`config.mk`:
```
export PLATFORM = sky130hd
export DESIGN_NAME = alu_arbiter_flat
export DESIGN_NICKNAME = d
export VERILOG_FILES = /design/src/rtl/alu_arbiter_if.sv /design/src/rtl/alu_arbiter.sv /design/src/flat_wrapper.sv
export SDC_FILE = /design/constraint.sdc
export NUM_CORES = 1
export LEC_CHECK = 0
export BUFFER_PORTS_ARGS = -buffer_cell sky130_fd_sc_hd__buf_2
export CAP_MARGIN = 20
export CORE_MARGIN = 2
export CORE_UTILIZATION = 39
export DETAILED_ROUTE_END_ITERATION = 12
export PLACE_DENSITY = 0.77
export RECOVER_POWER = 50
export SYNTH_ARGS = -nofsm -noshare
export SYNTH_HDL_FRONTEND = slang
export SYNTH_SLANG_ARGS = --single-unit
```
`constraint.sdc`:
```
create_clock -name clk -period 1.3 [get_ports clk]
set_input_delay 0.065 -clock clk [delete_from_list [all_inputs] [get_ports clk]]
set_output_delay 0.065 -clock clk [all_outputs]
set_load 0.02 [all_outputs]
```
`src/rtl/alu_arbiter_if.sv`:
```
// Bundles the two requester channels, the shared response bus and the shared ALU hookup
// of the ALU arbiter into one interface.
interface alu_arbiter_if;
    logic        req0_valid;
    logic        req1_valid;
    logic        req0_ready;
    logic        req1_ready;
    logic [31:0] req0_a;
    logic [31:0] req0_b;
    logic [31:0] req1_a;
    logic [31:0] req1_b;
    logic [3:0]  req0_op;
    logic [3:0]  req1_op;

    logic        rsp0_valid;
    logic        rsp1_valid;
    logic        rsp0_ready;
    logic        rsp1_ready;
    logic [31:0] rsp_data;
    logic        rsp_zero;
    logic        rsp_err;

    logic [31:0] alu_a;
    logic [31:0] alu_b;
    logic [3:0]  alu_sel;
    logic [31:0] alu_f;
    logic        alu_zero;

    logic        busy;

    // Arbiter side
    modport slave (
        input  req0_valid, req1_valid, req0_a, req0_b, req1_a, req1_b, req0_op, req1_op,
        input  rsp0_ready, rsp1_ready,
        input  alu_f, alu_zero,
        output req0_ready, req1_ready,
        output rsp0_valid, rsp1_valid, rsp_data, rsp_zero, rsp_err,
        output alu_a, alu_b, alu_sel,
        output busy
    );

    // Requester / ALU side
    modport master (
        output req0_valid, req1_valid, req0_a, req0_b, req1_a, req1_b, req0_op, req1_op,
        output rsp0_ready, rsp1_ready,
        output alu_f, alu_zero,
        input  req0_ready, req1_ready,
        input  rsp0_valid, rsp1_valid, rsp_data, rsp_zero, rsp_err,
        input  alu_a, alu_b, alu_sel,
        input  busy
    );
endinterface

```
`src/rtl/alu_arbiter.sv`:
```
// Round-robin arbiter sharing one external combinational ALU between two requesters,
// with a single transaction in flight (IDLE -> EXEC -> RESP).
module alu_arbiter #(
    parameter int unsigned RR_INIT = 1
) (
    input  logic        clk,
    input  logic        rst_n,
    alu_arbiter_if.slave bus
);

    typedef enum logic [1:0] {
        IDLE = 2'd0,
        EXEC = 2'd1,
        RESP = 2'd2
    } state_t;

    localparam logic LAST_INIT = (RR_INIT != 0);
    localparam logic [3:0] MAX_LEGAL_OP = 4'd8;

    state_t      state_q,      state_d;
    logic        lastServed_q, lastServed_d;
    logic        owner_q,      owner_d;
    logic [31:0] aluA_q,       aluA_d;
    logic [31:0] aluB_q,       aluB_d;
    logic [3:0]  aluSel_q,     aluSel_d;
    logic [31:0] rspData_q,    rspData_d;
    logic        rspZero_q,    rspZero_d;
    logic        rspErr_q,     rspErr_d;

    logic grant;
    logic req0Ready;
    logic req1Ready;
    logic accept;
    logic ownerRspReady;

    // Sole valid requester wins; on contention the one not served last wins.
    always_comb begin
        grant = 1'b0;
        if (bus.req0_valid && bus.req1_valid) begin
            grant = ~lastServed_q;
        end else if (bus.req1_valid) begin
            grant = 1'b1;
        end
    end

    // Ready is gated by rst_n so that it drops as soon as reset is asserted.
    assign req0Ready     = rst_n && (state_q == IDLE) && bus.req0_valid && !grant;
    assign req1Ready     = rst_n && (state_q == IDLE) && bus.req1_valid &&  grant;
    assign accept        = req0Ready || req1Ready;
    assign ownerRspReady = owner_q ? bus.rsp1_ready : bus.rsp0_ready;

    always_comb begin
        state_d      = state_q;
        lastServed_d = lastServed_q;
        owner_d      = owner_q;
        aluA_d       = aluA_q;
        aluB_d       = aluB_q;
        aluSel_d     = aluSel_q;
        rspData_d    = rspData_q;
        rspZero_d    = rspZero_q;
        rspErr_d     = rspErr_q;

        unique case (state_q)
            IDLE: begin
                if (accept) begin
                    state_d  = EXEC;
                    owner_d  = grant;
                    aluA_d   = grant ? bus.req1_a  : bus.req0_a;
                    aluB_d   = grant ? bus.req1_b  : bus.req0_b;
                    aluSel_d = grant ? bus.req1_op : bus.req0_op;
                end
            end
            EXEC: begin
                state_d = RESP;
                // Selects above SLTU are not ALU operations; report them and ignore alu_f.
                if (aluSel_q > MAX_LEGAL_OP) begin
                    rspData_d = 32'd0;
                    rspZero_d = 1'b1;
                    rspErr_d  = 1'b1;
                end else begin
                    rspData_d = bus.alu_f;
                    rspZero_d = bus.alu_zero;
                    rspErr_d  = 1'b0;
                end
            end
            RESP: begin
                if (ownerRspReady) begin
                    state_d      = IDLE;
                    lastServed_d = owner_q;
                end
            end
            default: begin
                state_d = IDLE;
            end
        endcase
    end

    always_ff @(posedge clk or negedge rst_n) begin
        if (!rst_n) begin
            state_q      <= IDLE;
            lastServed_q <= LAST_INIT;
            owner_q      <= 1'b0;
            aluA_q       <= 32'd0;
            aluB_q       <= 32'd0;
            aluSel_q     <= 4'd0;
            rspData_q    <= 32'd0;
            rspZero_q    <= 1'b0;
            rspErr_q     <= 1'b0;
        end else begin
            state_q      <= state_d;
            lastServed_q <= lastServed_d;
            owner_q      <= owner_d;
            aluA_q       <= aluA_d;
            aluB_q       <= aluB_d;
            aluSel_q     <= aluSel_d;
            rspData_q    <= rspData_d;
            rspZero_q    <= rspZero_d;
            rspErr_q     <= rspErr_d;
        end
    end

    assign bus.req0_ready = req0Ready;
    assign bus.req1_ready = req1Ready;
    assign bus.rsp0_valid = (state_q == RESP) && !owner_q;
    assign bus.rsp1_valid = (state_q == RESP) &&  owner_q;
    assign bus.rsp_data   = rspData_q;
    assign bus.rsp_zero   = rspZero_q;
    assign bus.rsp_err    = rspErr_q;
    assign bus.alu_a      = aluA_q;
    assign bus.alu_b      = aluB_q;
    assign bus.alu_sel    = aluSel_q;
    assign bus.busy       = (state_q != IDLE);

endmodule
```
`src/flat_wrapper.sv`:
```
// flat-port wrapper written by rule: the top's interface ports become plain ports
module alu_arbiter_flat 
#(
    parameter int unsigned RR_INIT = 1
)
  (clk, rst_n, bus_req0_valid, bus_req1_valid, bus_req0_a, bus_req0_b, bus_req1_a, bus_req1_b, bus_req0_op, bus_req1_op, bus_rsp0_ready, bus_rsp1_ready, bus_alu_f, bus_alu_zero, bus_req0_ready, bus_req1_ready, bus_rsp0_valid, bus_rsp1_valid, bus_rsp_data, bus_rsp_zero, bus_rsp_err, bus_alu_a, bus_alu_b, bus_alu_sel, bus_busy);
  alu_arbiter_if bus_i ();
  input  logic clk;
  input  logic rst_n;
  input wire logic [$bits(bus_i.req0_valid)-1:0] bus_req0_valid;
  input wire logic [$bits(bus_i.req1_valid)-1:0] bus_req1_valid;
  input wire logic [$bits(bus_i.req0_a)-1:0] bus_req0_a;
  input wire logic [$bits(bus_i.req0_b)-1:0] bus_req0_b;
  input wire logic [$bits(bus_i.req1_a)-1:0] bus_req1_a;
  input wire logic [$bits(bus_i.req1_b)-1:0] bus_req1_b;
  input wire logic [$bits(bus_i.req0_op)-1:0] bus_req0_op;
  input wire logic [$bits(bus_i.req1_op)-1:0] bus_req1_op;
  input wire logic [$bits(bus_i.rsp0_ready)-1:0] bus_rsp0_ready;
  input wire logic [$bits(bus_i.rsp1_ready)-1:0] bus_rsp1_ready;
  input wire logic [$bits(bus_i.alu_f)-1:0] bus_alu_f;
  input wire logic [$bits(bus_i.alu_zero)-1:0] bus_alu_zero;
  output wire logic [$bits(bus_i.req0_ready)-1:0] bus_req0_ready;
  output wire logic [$bits(bus_i.req1_ready)-1:0] bus_req1_ready;
  output wire logic [$bits(bus_i.rsp0_valid)-1:0] bus_rsp0_valid;
  output wire logic [$bits(bus_i.rsp1_valid)-1:0] bus_rsp1_valid;
  output wire logic [$bits(bus_i.rsp_data)-1:0] bus_rsp_data;
  output wire logic [$bits(bus_i.rsp_zero)-1:0] bus_rsp_zero;
  output wire logic [$bits(bus_i.rsp_err)-1:0] bus_rsp_err;
  output wire logic [$bits(bus_i.alu_a)-1:0] bus_alu_a;
  output wire logic [$bits(bus_i.alu_b)-1:0] bus_alu_b;
  output wire logic [$bits(bus_i.alu_sel)-1:0] bus_alu_sel;
  output wire logic [$bits(bus_i.busy)-1:0] bus_busy;
  assign bus_i.req0_valid = bus_req0_valid;
  assign bus_i.req1_valid = bus_req1_valid;
  assign bus_i.req0_a = bus_req0_a;
  assign bus_i.req0_b = bus_req0_b;
  assign bus_i.req1_a = bus_req1_a;
  assign bus_i.req1_b = bus_req1_b;
  assign bus_i.req0_op = bus_req0_op;
  assign bus_i.req1_op = bus_req1_op;
  assign bus_i.rsp0_ready = bus_rsp0_ready;
  assign bus_i.rsp1_ready = bus_rsp1_ready;
  assign bus_i.alu_f = bus_alu_f;
  assign bus_i.alu_zero = bus_alu_zero;
  assign bus_req0_ready = bus_i.req0_ready;
  assign bus_req1_ready = bus_i.req1_ready;
  assign bus_rsp0_valid = bus_i.rsp0_valid;
  assign bus_rsp1_valid = bus_i.rsp1_valid;
  assign bus_rsp_data = bus_i.rsp_data;
  assign bus_rsp_zero = bus_i.rsp_zero;
  assign bus_rsp_err = bus_i.rsp_err;
  assign bus_alu_a = bus_i.alu_a;
  assign bus_alu_b = bus_i.alu_b;
  assign bus_alu_sel = bus_i.alu_sel;
  assign bus_busy = bus_i.busy;
  alu_arbiter #(.RR_INIT(RR_INIT)) u_core (.clk(clk), .rst_n(rst_n), .bus(bus_i));
endmodule
```
# After elaboration in Yosys (flattened, before gate mapping)
# Cells that the tools add are included.
# word_totals
reg_bits	106
inputBits	175
output_inout_bits	107
word_cells	43
# op_classes
order_cmp	1
eq_ne	4
muxes	12
n_bitwise	1
n_reduce_logical	16
# ops
operator	n
2-to-1 mux 32 bit	3
logical AND 1 bit	8
case mux 2 bit (3 select lines)	1
AND reduction 2 bit	3
2-to-1 mux 1 bit	5
greater-than comparator 4 bit (second input constant)	1
2-to-1 mux 2 bit	2
2-to-1 mux 4 bit	1
!= test 2 x 1 -> 1 bit (second input constant)	2
equality test 2 x 1 -> 1 bit (second input constant)	1
equality test 2 bit (second input constant)	1
zero test 1 bit	2
zero test 2 bit	1
nonzero test 2 bit	1
logical OR 1 bit	1
inverter 1 bit	1

# Longest topological paths before layout
# Gate-level depths: netlist (run 1).
# logic_depth
depth_word	7
ltp_mapped	6
depth_no_buf	3

# Worst setup path before layout (run 1)
# OpenSTA, ideal clock, no wires.
# synth_timing
kind	register to register
startpoint	reg u_core.state_q[0]
endpoint	reg u_core.aluB_q[26], in the netlist u_core.bus.alu_b[26]
setup_time_ns	0.123
arrival_ns	1.287
required_time_ns	1.177
setup_slack_ns	-0.110
path_stages_with_launch	5
n_path_buf	1
synth_period_minus_slack_ns	1.410
cell_sequence	dfrtp_1 -> nand4bb_4 -> clkbuf_2 -> or3_1 -> o221a_2
# synth_between
elab_chain_len	6
word_cells_on_any_way	8
cone_classes	reduce/logical (8)
# synth_lines
item	line_no	rtl
start, declared	alu_arbiter.sv:20	state_t state_q, state_d;
start signal, assigned	alu_arbiter.sv:110	state_q <= state_d;
zero test 2 bit *	alu_arbiter.sv:47, alu_arbiter.sv:48, alu_arbiter.sv:63	
logical AND 1 bit	alu_arbiter.sv:47, alu_arbiter.sv:48	
logical AND 1 bit, on equally long branches (2 in series)	alu_arbiter.sv:47, alu_arbiter.sv:48	
logical OR 1 bit	alu_arbiter.sv:49	assign accept = req0Ready || req1Ready;
AND reduction 2 bit (no source line) *	-	
end signal, assigned	alu_arbiter.sv:114	aluB_q <= aluB_d;
end, declared	alu_arbiter.sv:24	logic [31:0] aluB_q, aluB_d;
# Mark *: on every way between the ends. The rest lies on a longest branch, timed or not.
# A chain may end at the register's enable or synchronous reset.

# Worst setup path in the final report (run 1)
# layout_timing
startpoint	reg u_core.state_q[1]
endpoint	reg u_core.aluB_q[24], in the netlist u_core.bus.alu_b[24]
# Same word-level chain as after synthesis.

==> results.cfg, run 1 <==
[timing]
tightest_slew_ns = 0.952
rsz0062_at_grt = true
fmax_ghz = 0.583
slew_headroom_pct = 36.5
layout_min_cycle_time_ns = 1.72
fin_ws_ns = -0.416
skew_ns = 0.0111
period_share_pct = 132
timing_max_transition_violations_final = 0
holdWs_ns = 0.0128
setup_viol = 108
hold_viol = 0

[hold_path]
whs_endpoint = u_core.bus.alu_a[24]$_DFFE_PN0P_
hold_depth = 2
hp-start = bus_req0_a[24]
hold_class = in2reg

[worst_setup_path]
worst-path-max-fanout = 15
r2r_cells = 6
worstPathArrival_ns = 1.96
rr_startpoint = u_core.state_q[1]$_DFFE_PN0P_
cp.required_ns = 1.54
r2r_setup_slack_ns = -0.42
path_cells = buf_6, nand4bb_4, buf_12, clkbuf_16, or3_1, o221a_2
reg2reg_to = u_core.bus.alu_b[24]$_DFFE_PN0P_
startpoint_type = flop
slowest_delay_ns = 0.42
crit_type = reg2reg
worstSetupEndpointType = flop
critPathSlowestCell = dfrtp_1

[route]
viasPerCell = 5.50
firstDrtPassIters = 4
route.detailed.wl_per_inst_um = 21.6
routed_wl_um = 18800
drc = 0
drtIter0Drc = 430
ant_nets = 0
num_vias = 4773

[global_route]
grt_max_degree = 107
antenna_found_initial = 1
grt_pass1_vias = 5049
gr-usage-all-layers_pct = 28.0
grt_overflow = 0
grt_pass1_wl_um = 27500

[run_status]
status = finished, violations left
violations = negative setup slack

[clock_tree]
tritoncts = done
path_clk_slew_ns = 0.07
clk_latency_ns = 0.35
root_buffer = clkbuf_16
cts_buffers = 9
ctsHtreeMaxLevel = 3
cts.path.max_buffers = 2
cts.sinks = 106

[die]
die_y_um = 111
start_util_pct = 39.6
core_um2 = 11400
die_area_um2 = 12400
io_pins = 282
die_x_um = 111
rows = 39

[synthesis]
ys_ff_latch = 106
synth_common_cells = 105 x dfrtp_1, 68 x o221a_2, 68 x or3_1
synth_area_leaders = dfrtp_1 58%, o221a_2 17%, or3_1 9.4%, a22o_1 6.2%, buf_2 1.2%
synth_edf_count = 0
mappedNetlistNets = 514
syn-cell-area_um2 = 4510
yosysMostFrequentCell = dfrtp_1
avgSynthCellArea_um2 = 13.3
ys_async_sr_fraction_pct = 100
yosysWarnings = 0
syn_inst = 339
yosysSeqAreaShare_pct = 58.9
ys.flop_type = dfrtp_1
synthDominantCellAreaShare_pct = 58.3
synth.distinct_cells = 28
synth_largest_area_cell = dfrtp_1

[place]
dp_hpwl_um = 9880
gp_routability_congestion = 0.828
portBuffers = 281
place_area_um2 = 6170

[final_layout]
area_delta_synth_final_pct = 83.4
nNetsFinal = 894
multi_input_comb_area_um2 = 2040
regArea_um2 = 2650
final_util_pct = 72.7
drive_gt1_share_pct = 62.2
fin_area_um2 = 8260
fillers = 712

[pwr]
ir_drop_mv = 1.62
power_density_nw_per_um2 = 2050
p_leak_uw = 0.00384

[flow_run]
cap_violations = 0
==> area by class of cell <==
type                            instances  share of cell area, %
Timing Repair Buffer                  406                   37.0
Sequential cell                       106                   32.1
Multi-Input combinational cell        192                   24.7
Clock buffer                           11                   2.94
Tap cell                              143                   2.17
Clock inverter                          5                  0.757
Inverter                                4                  0.242
Antenna cell                            1                 0.0303
==> metal layers <==
metal / track usage [%] / vias to the layer above / part of all wire [%]
li1: - / 2114 / -
met3: 5.28 / 61 / 6.3
met2: 50.0 / 264 / 53
met5: 0 / - / 0
met4: 14.2 / 0 / 3.7
met1: 32.2 / 2334 / 37
==> cells by family (layout without fill, tap and decap cells) <==
kind of cell	after synthesis	count (layout)	share of synthesized area, %
AOI/OAI and AO/OA	108	108	24.4
buffers and inverters	41	426	4.61
DFF	106	106	58.9
muxes	1	1	0.250
other	0	1	0
and+or+nand+nor	83	83	11.8
==> power breakdown <==
part           internal, uW  switching [uW]  total [uW]
clock                  1560            1260        2830
sequential             4660             952        5620
combinational          4190            4320        8510
total                 10400            6540       17000
==> flip-flops by register name, indices dropped and copies added (netlist names) <==
name                 cells
u_core.bus.rsp_data     32
u_core.bus.rsp_err       1
u_core.bus.rsp_zero      1
u_core.bus.alu_a        32
u_core.bus.alu_b        32
u_core.bus.alu_sel       4
u_core.lastServed_q      1
u_core.state_q           2
u_core.owner_q           1
==> metrics by stage <==
stage,total power [uW],cells,TNS (ns),worst slack [ns]
floorplan,9390,339,-8.13,-0.110
global placement,11800,744,-8.88,-0.155
detailed placement,12000,744,-12.21,-0.175
CTS,16000,857,-25.66,-0.341
global route,17600,868,-45.22,-0.445
finish,17000,868,-34.82,-0.416
==> placed cells by master (no fill, tap or decap), types with 2 or more instances in the layout <==
cell,netlist,layout
buf_2,11,271
dfrtp_1,105,105
dlygate4sd3_1,0,78
or3_1,68,46
o221a_2,68,45
a22o_1,32,32
o221a_4,0,23
or3_4,0,22
buf_12,0,16
clkbuf_16,0,15
buf_6,2,13
buf_4,4,10
buf_16,0,6
clkbuf_1,12,5
nor2_4,0,3
inv_1,4,3
clkinv_4,0,2
nand2b_4,0,2
==> worst max-delay path: cells and delay by family (launching register included) <==
kind / cells / cell delay [ns]
buf+inv: 3 / 0.47
compound gates: 1 / 0.13
flops: 1 / 0.42
simple gates: 2 / 0.58
==> worst max path at each step <==
stage | slack, ns | startpoint | endpoint | cells past startpoint
2_1_floorplan | -0.11 | u_core.state_q[0]$_DFFE_PN0P_ | u_core.bus.alu_b[26]$_DFFE_PN0P_ | 4
4_1_cts | -0.34 | u_core.state_q[0]$_DFFE_PN0P_ | bus_req0_ready | 5
3_3_place_gp | -0.16 | u_core.state_q[0]$_DFFE_PN0P_ | u_core.bus.alu_b[10]$_DFFE_PN0P_ | 4
3_5_place_dp | -0.18 | u_core.state_q[1]$_DFFE_PN0P_ | u_core.bus.alu_a[1]$_DFFE_PN0P_ | 4
5_1_grt | -0.44 | u_core.state_q[1]$_DFFE_PN0P_ | u_core.bus.alu_a[31]$_DFFE_PN0P_ | 6
6_report | -0.42 | u_core.state_q[1]$_DFFE_PN0P_ | u_core.bus.alu_b[24]$_DFFE_PN0P_ | 6
==> what timing repair did <==
item | in CTS | in global routing
resized for setup | 55 | 53
setup buffers | 12 | 5
pin swaps | 19 | 13
setup endpoints to repair | 107 | 110
gates cloned | 8 | 8
hold endpoints to repair | 181 | 0
hold buffers | 78 | 0
Power figures use the tool's default switching activity.
==> inputs of run 2 (changes only) <==
--- a/config.mk
+++ b/config.mk
@@ -5,12 +5,13 @@
 export SDC_FILE = /design/constraint.sdc
 export NUM_CORES = 1
 export LEC_CHECK = 0
+export ABC_AREA = 1
 export BUFFER_PORTS_ARGS = -buffer_cell sky130_fd_sc_hd__buf_2
 export CAP_MARGIN = 20
 export CORE_MARGIN = 2
-export CORE_UTILIZATION = 39
+export CORE_UTILIZATION = 41
 export DETAILED_ROUTE_END_ITERATION = 12
-export PLACE_DENSITY = 0.77
+export PLACE_DENSITY = 0.78
 export RECOVER_POWER = 50
 export SYNTH_ARGS = -nofsm -noshare
 export SYNTH_HDL_FRONTEND = slang
==> run 2 against run 1 <==
Net effect: the run still ends with negative setup slack left; maximum frequency grew 20%; final area shrank 1.2%; global-route usage is 2.3 points lower; sequential share of layout area grew 0.39 points; flip-flop and latch count unchanged; critical endpoint is now bus_req0_ready; largest cell class is now flip-flops and latches; highest routed layer unchanged.
==> results.cfg, run 2 <==
[run_status]
status = finished, violations left
violations = negative setup slack

[synthesis]
ys_async_sr_fraction_pct = 100
yosysMostFrequentCell = nand2_1
synth_edf_count = 0
ys_ff_latch = 106
synth_common_cells = 417 x nand2_1, 105 x dfrtp_1, 100 x nand3_1
synthDominantCellAreaShare_pct = 51.1
synth.distinct_cells = 17
syn-cell-area_um2 = 5140
syn_inst = 695
ys.flop_type = dfrtp_1
avgSynthCellArea_um2 = 7.39
mappedNetlistNets = 870
yosysSeqAreaShare_pct = 51.6
synth_largest_area_cell = dfrtp_1
yosysWarnings = 0
synth_area_leaders = dfrtp_1 51%, nand2_1 30%, nand3_1 9.7%, buf_2 2.5%, buf_6 1.5%

[pwr]
p_leak_uw = 0.00474
p_seq_share_pct = 33.7
power_density_nw_per_um2 = 2050
power.total_uw = 16800
switching_power_uw = 7490
sw_frac_of_total_pct = 44.7
intPower_uw = 9270
pwr-share-clk_pct = 15.9
ir_drop_mv = 0.903
p_comb_share_pct = 50.3

[clock_tree]
cts_buffers = 9
cts.path.max_buffers = 2
ctsHtreeMaxLevel = 3
path_clk_slew_ns = 0.08
root_buffer = clkbuf_16
clk_latency_ns = 0.35
cts.sinks = 106
tritoncts = done

[global_route]
grt_max_degree = 107
met2_usage_pct = 43.0
grt_pass1_vias = 5400
grt.busiest_layer = met2
grt_use_met3_pct = 6.28
gr-usage-all-layers_pct = 25.7
use_met1_pct = 33.2
grt_overflow = 0
grt_pass1_wl_um = 27000
antenna_found_initial = 1

[route]
drc = 0
ant_nets = 0
route.detailed.wl_per_inst_um = 15.3
viasPerCell = 4.88
num_vias = 5868
firstDrtPassIters = 5
routed_wl_um = 18400
drtIter0Drc = 455

[die]
die_y_um = 116
start_util_pct = 42.4
die_area_um2 = 13400
core_um2 = 12100
io_pins = 282
die_x_um = 116
rows = 40

[place]
portBuffers = 281
dp_hpwl_um = 11100
gp_routability_congestion = 0.852

[final_layout]
final_cell_mix = 395 x nand2_1, 263 x buf_2, 105 x dfrtp_1
drive_gt1_share_pct = 37.7
final_common_cell = nand2_1
nNetsFinal = 1204
area_delta_synth_final_pct = 58.8

[worst_setup_path]
cp.required_ns = 1.24
startpoint_type = flop
worstSetupEndpointType = output port
worst-path-max-fanout = 4
worstPathArrival_ns = 1.37
crit_type = reg2out

[timing]
slew_headroom_pct = 43.2
hold_viol = 0
tightest_slew_ns = 0.852
fin_ws_ns = -0.131
setup_viol = 69
holdWs_ns = 0.00422
rsz0062_at_grt = true
skew_ns = 0.00593
timing_max_transition_violations_final = 0
layout_min_cycle_time_ns = 1.43
fmax_ghz = 0.699
period_share_pct = 110

[flow_run]
cap_violations = 0

[hold_path]
hold_class = in2reg
==> run 2: cell types whose count changed in the layout (fill, tap and decap cells not counted), sizes merged, moves of 2 or more <==
cell | before | now
nand2 | 2 | 420
nand3 | 1 | 101
o221a | 68 | 0
or3 | 68 | 0
a22o | 32 | 0
dlygate4sd3 | 78 | 46
buf | 317 | 302
inv | 4 | 13
clkbuf | 21 | 29
nor2 | 3 | 8
nand2b | 3 | 0
nor2b | 2 | 0
o21ai | 2 | 4
==> run 2: critical path: stages (launching register included) <==
cell     delay (ns)
dfstp_2        0.56
nand2_4        0.06
nand2_4        0.09
and3_4         0.18
buf_6          0.12
==> run 2: final timing paths <==
path / startpoint / to / slack, ns / cells after the start
setup / recovery: u_core.lastServed_q$_DFFE_PN1P_ / bus_req0_ready / -0.13 / 4
hold / removal: bus_req0_b[5] / u_core.bus.alu_b[5]$_DFFE_PN0P_ / 0.004 / 5
setup reg to reg: u_core.lastServed_q$_DFFE_PN1P_ / u_core.bus.alu_a[13]$_DFFE_PN0P_ / -0.11 / 8
hold reg to reg: u_core.bus.alu_b[5]$_DFFE_PN0P_ / u_core.bus.alu_b[5]$_DFFE_PN0P_ / 0.47 / 2
max in group asynchronous: rst_n / u_core.bus.alu_b[9]$_DFFE_PN0P_ / 0.11 / 3
min in group asynchronous: rst_n / u_core.bus.alu_a[0]$_DFFE_PN0P_ / 0.60 / 3
==> run 2: repair_timing <==
| item | in CTS | in global routing |
|---|---|---|
| setup buffers | 5 | 9 |
| pin swaps | 1 | 26 |
| hold endpoints to repair | 150 | 0 |
| hold buffers | 46 | 0 |
| cloned | 3 | 7 |
| resized for setup | 12 | 74 |
| endpoints found under the setup margin | 30 | 73 |
==> run 2: cell type report <==
cell class                 count  area, um^2
fill                        1020        3950
tap                          168         210
clock inverter                 7        61.3
antenna                        1        2.50
sequential                   106        2650
multi-input combinational    534        2410
timing repair buffer         368        2560
inverter                      10        37.5
clock buffer                   9         225
==> run 2: cells by family (layout without fill, tap and decap cells) <==
kind of cell / Yosys count / count (layout) / share of synthesized area [%]
flip-flops: 106 / 106 / 51.6
other: 0 / 1 / 0
AND/OR/NAND/NOR: 530 / 530 / 41.7
buffers and inverters: 55 / 394 / 6.26
AO/OA/AOI/OAI: 4 / 4 / 0.390
==> run 2: per-layer routing <==
layer | up-vias | share of wire, %
met5 | - | 0
met4 | 0 | 2.5
met3 | 40 | 9.3
met2 | 310 | 48
met1 | 2686 | 40
li1 | 2832 | -
==> run 2: power by group through the flow <==
stage / Clock, uW / Combinational, uW / Sequential, uW
after floorplan: 0 / 2810 / 7370
after global placement: 0 / 7340 / 5590
after detailed placement: 0 / 7460 / 5600
after CTS: 2700 / 7820 / 5590
after global routing: 2830 / 9190 / 5810
final: 2670 / 8430 / 5650
==> run 2: per-stage QoR <==
| stage | setup TNS, ns | util, % | std cells | cell area, um^2 | worst slack [ns] |
|---|---|---|---|---|---|
| 5_1_grt | -12.04 | 67.4 | 1203 | 8160 | -0.187 |
| 6_report | -4.26 | 67.4 | 1203 | 8160 | -0.131 |
| 3_3_place_gp | 0 | 55.9 | 1118 | 6770 | 0.0117 |
| 2_1_floorplan | 0 | - | 695 | 5140 | 0.0475 |
| 4_1_cts | -3.83 | 63.6 | 1188 | 7700 | -0.143 |
| 3_5_place_dp | -0.0688 | 55.9 | 1118 | 6770 | -0.0213 |
==> inputs of run 3 (changes only) <==
--- a/config.mk
+++ b/config.mk
@@ -9,9 +9,9 @@
 export BUFFER_PORTS_ARGS = -buffer_cell sky130_fd_sc_hd__buf_2
 export CAP_MARGIN = 20
 export CORE_MARGIN = 2
-export CORE_UTILIZATION = 41
+export CORE_UTILIZATION = 45
 export DETAILED_ROUTE_END_ITERATION = 12
-export PLACE_DENSITY = 0.78
+export PLACE_DENSITY = 0.81
 export RECOVER_POWER = 50
 export SYNTH_ARGS = -nofsm -noshare
 export SYNTH_HDL_FRONTEND = slang
==> constraint.sdc (replaced) <==
create_clock -name clk -period 1.5 [get_ports clk]
set_input_delay 0.075 -clock clk [delete_from_list [all_inputs] [get_ports clk]]
set_output_delay 0.075 -clock clk [all_outputs]
set_load 0.02 [all_outputs]
==> run 3 against run 2 <==
Net effect: the flow now finishes without violations; cell count down 5.1%; total power down 18%; clock skew up 0.0038 ns; sequential share of layout area up 3.9 points; combinational power down 26%; critical endpoint is now bus_req1_ready; critical path depth up 1; register-to-register slack better by 0.25 ns; count of clock-buffer cells in the layout unchanged; setup slack better by 0.21 ns.
==> results.cfg, run 3 (synthesis gave the netlist of run 2 again) <==
[timing]
period_share_pct = 94.9
setup_tns_ns = 0
fmax_ghz = 0.703
rsz0062_at_grt = false
slew_headroom_pct = 37.5
tightest_slew_ns = 0.937
skew_ns = 0.00970
layout_min_cycle_time_ns = 1.42
setup_viol = 0
hold_viol = 0
timing_max_transition_violations_final = 0

[die]
core_um2 = 11300
start_util_pct = 45.6
io_pins = 282
die_y_um = 111
die_x_um = 111
die_area_um2 = 12300
rows = 39

[global_route]
gr-usage-all-layers_pct = 26.5
grt_pass1_wl_um = 26400
antenna_found_initial = 1
grt_pass1_vias = 5500
grt_overflow = 0
grt_max_degree = 107

[worst_setup_path]
critPathSlowestCell = dfstp_2
path_cells = nand2_4, nand2_4, buf_12, nor2_1, buf_4
crit_path_frequent_cell = nand2_4
cp.required_ns = 1.42
worst-path-max-fanout = 4
worstSetupEndpointType = output port
startpoint_type = flop
worstPathArrival_ns = 1.35
crit_type = reg2out
slowest_delay_ns = 0.56

[route]
firstDrtPassIters = 5
drtIter0Drc = 501
ant_nets = 0
num_vias = 5559
drc = 0
route.detailed.wl_per_inst_um = 14.0
viasPerCell = 4.87
routed_wl_um = 16000

[pwr]
sw_frac_of_total_pct = 44.3
switching_power_uw = 6070
intPower_uw = 7630
power.total_uw = 13700
ir_drop_mv = 0.992
pwr-share-clk_pct = 18.5
power_density_nw_per_um2 = 1880
p_seq_share_pct = 35.7
p_leak_uw = 0.00430
p_comb_share_pct = 45.8

[place]
portBuffers = 281
gp_routability_congestion = 0.856
dp_hpwl_um = 10700

[final_layout]
nNetsFinal = 1168
final_cell_mix = 417 x nand2_1, 226 x buf_2, 105 x dfrtp_1
area_delta_synth_final_pct = 41.8
drive_gt1_share_pct = 27.8
final_common_cell = nand2_1
fillers = 1021

[clock_tree]
cts.path.max_buffers = 2
path_clk_slew_ns = 0.07
ctsHtreeMaxLevel = 3
root_buffer = clkbuf_16
cts_buffers = 9
clk_latency_ns = 0.34
cts.sinks = 106
tritoncts = done

[flow_run]
cap_violations = 0

[run_status]
status = finished clean

[hold_path]
hold_class = in2reg
==> run 3: cell types whose count changed in the layout (fill, tap and decap cells not counted), moves of 5 or more <==
| cell | change |
|---|---|
| buf_6 | -8 |
| clkbuf_16 | -5 |
| dlygate4sd3_1 | -15 |
| nand3_2 | -23 |
| nand2_2 | -19 |
| buf_12 | -9 |
| clkbuf_1 | +39 |
| buf_2 | -37 |
| nand2_1 | +22 |
| nand3_1 | +25 |
==> run 3: power groups by stage <==
stage | combinational [uW] | sequential (uW) | clock, uW
CTS | 6470 | 4850 | 2600
global route | 6930 | 5050 | 2730
detailed placement | 6340 | 4860 | 0
finish | 6280 | 4900 | 2540
global placement | 6180 | 4870 | 0
floorplan | 2430 | 6390 | 0
==> run 3: critical path, delay by kind of cell (launching register included) <==
kind                   cells  cell delay [ns]
AND/OR/NAND/NOR            3             0.20
buffers and inverters      2             0.25
flip-flops                 1             0.56
==> run 3: final timing paths <==
kind	slack, ns	depth (start not counted)	from	to
min in group asynchronous	0.63	3	rst_n	u_core.bus.rsp_data[13]$_DFFE_PN0N_
min	0.02	5	bus_req0_a[19]	u_core.bus.alu_a[19]$_DFFE_PN0P_
max	0.08	5	u_core.lastServed_q$_DFFE_PN1P_	bus_req1_ready
min reg2reg	0.47	2	u_core.bus.alu_a[5]$_DFFE_PN0P_	u_core.bus.alu_a[5]$_DFFE_PN0P_
max in group asynchronous	0.26	3	rst_n	u_core.bus.alu_a[28]$_DFFE_PN0P_
max reg2reg	0.14	8	u_core.lastServed_q$_DFFE_PN1P_	u_core.bus.alu_a[29]$_DFFE_PN0P_
==> run 3: what timing repair did <==
item | 4_1_cts | 5_1_grt
gates cloned | 1 | 0
resized for setup | 2 | 3
setup buffers | 3 | 0
endpoints found under the setup margin | 2 | 4
hold buffers | 31 | 0
hold endpoints to repair | 135 | 0
pin swaps | 1 | 1
==> run 3: metrics by stage <==
stage	utilization (%)	worst slack, ns	instance area (um^2)	instances	hold slack (ns)
global placement	59.0	0.249	6660	1090	0.222
global route	64.6	0.00884	7290	1142	0.0149
finish	64.6	0.0771	7290	1142	0.0187
detailed placement	59.0	0.226	6660	1090	0.221
CTS	65.2	0.00921	7350	1141	0.00483
floorplan	-	0.248	5140	695	-0.221
==> run 3: routing by layer <==
metal  global-route usage, %  wire length (um)  up-vias
met5                       0                 0        -
met4                    10.2               356        0
met3                    6.83              1330       26
met2                    45.9              7930      259
met1                    31.6              6400     2528
li1                        -                 -     2746
==> run 3: area by class of cell <==
cell class	instances	area (um^2)	share of cell area (%)
Timing Repair Buffer	332	1910	26.2
Clock inverter	7	101	1.39
Multi-Input combinational cell	534	2180	29.9
Sequential cell	106	2650	36.4
Clock buffer	9	225	3.09
Tap cell	143	179	2.46
Antenna cell	1	2.50	0.0343
Inverter	10	37.5	0.515
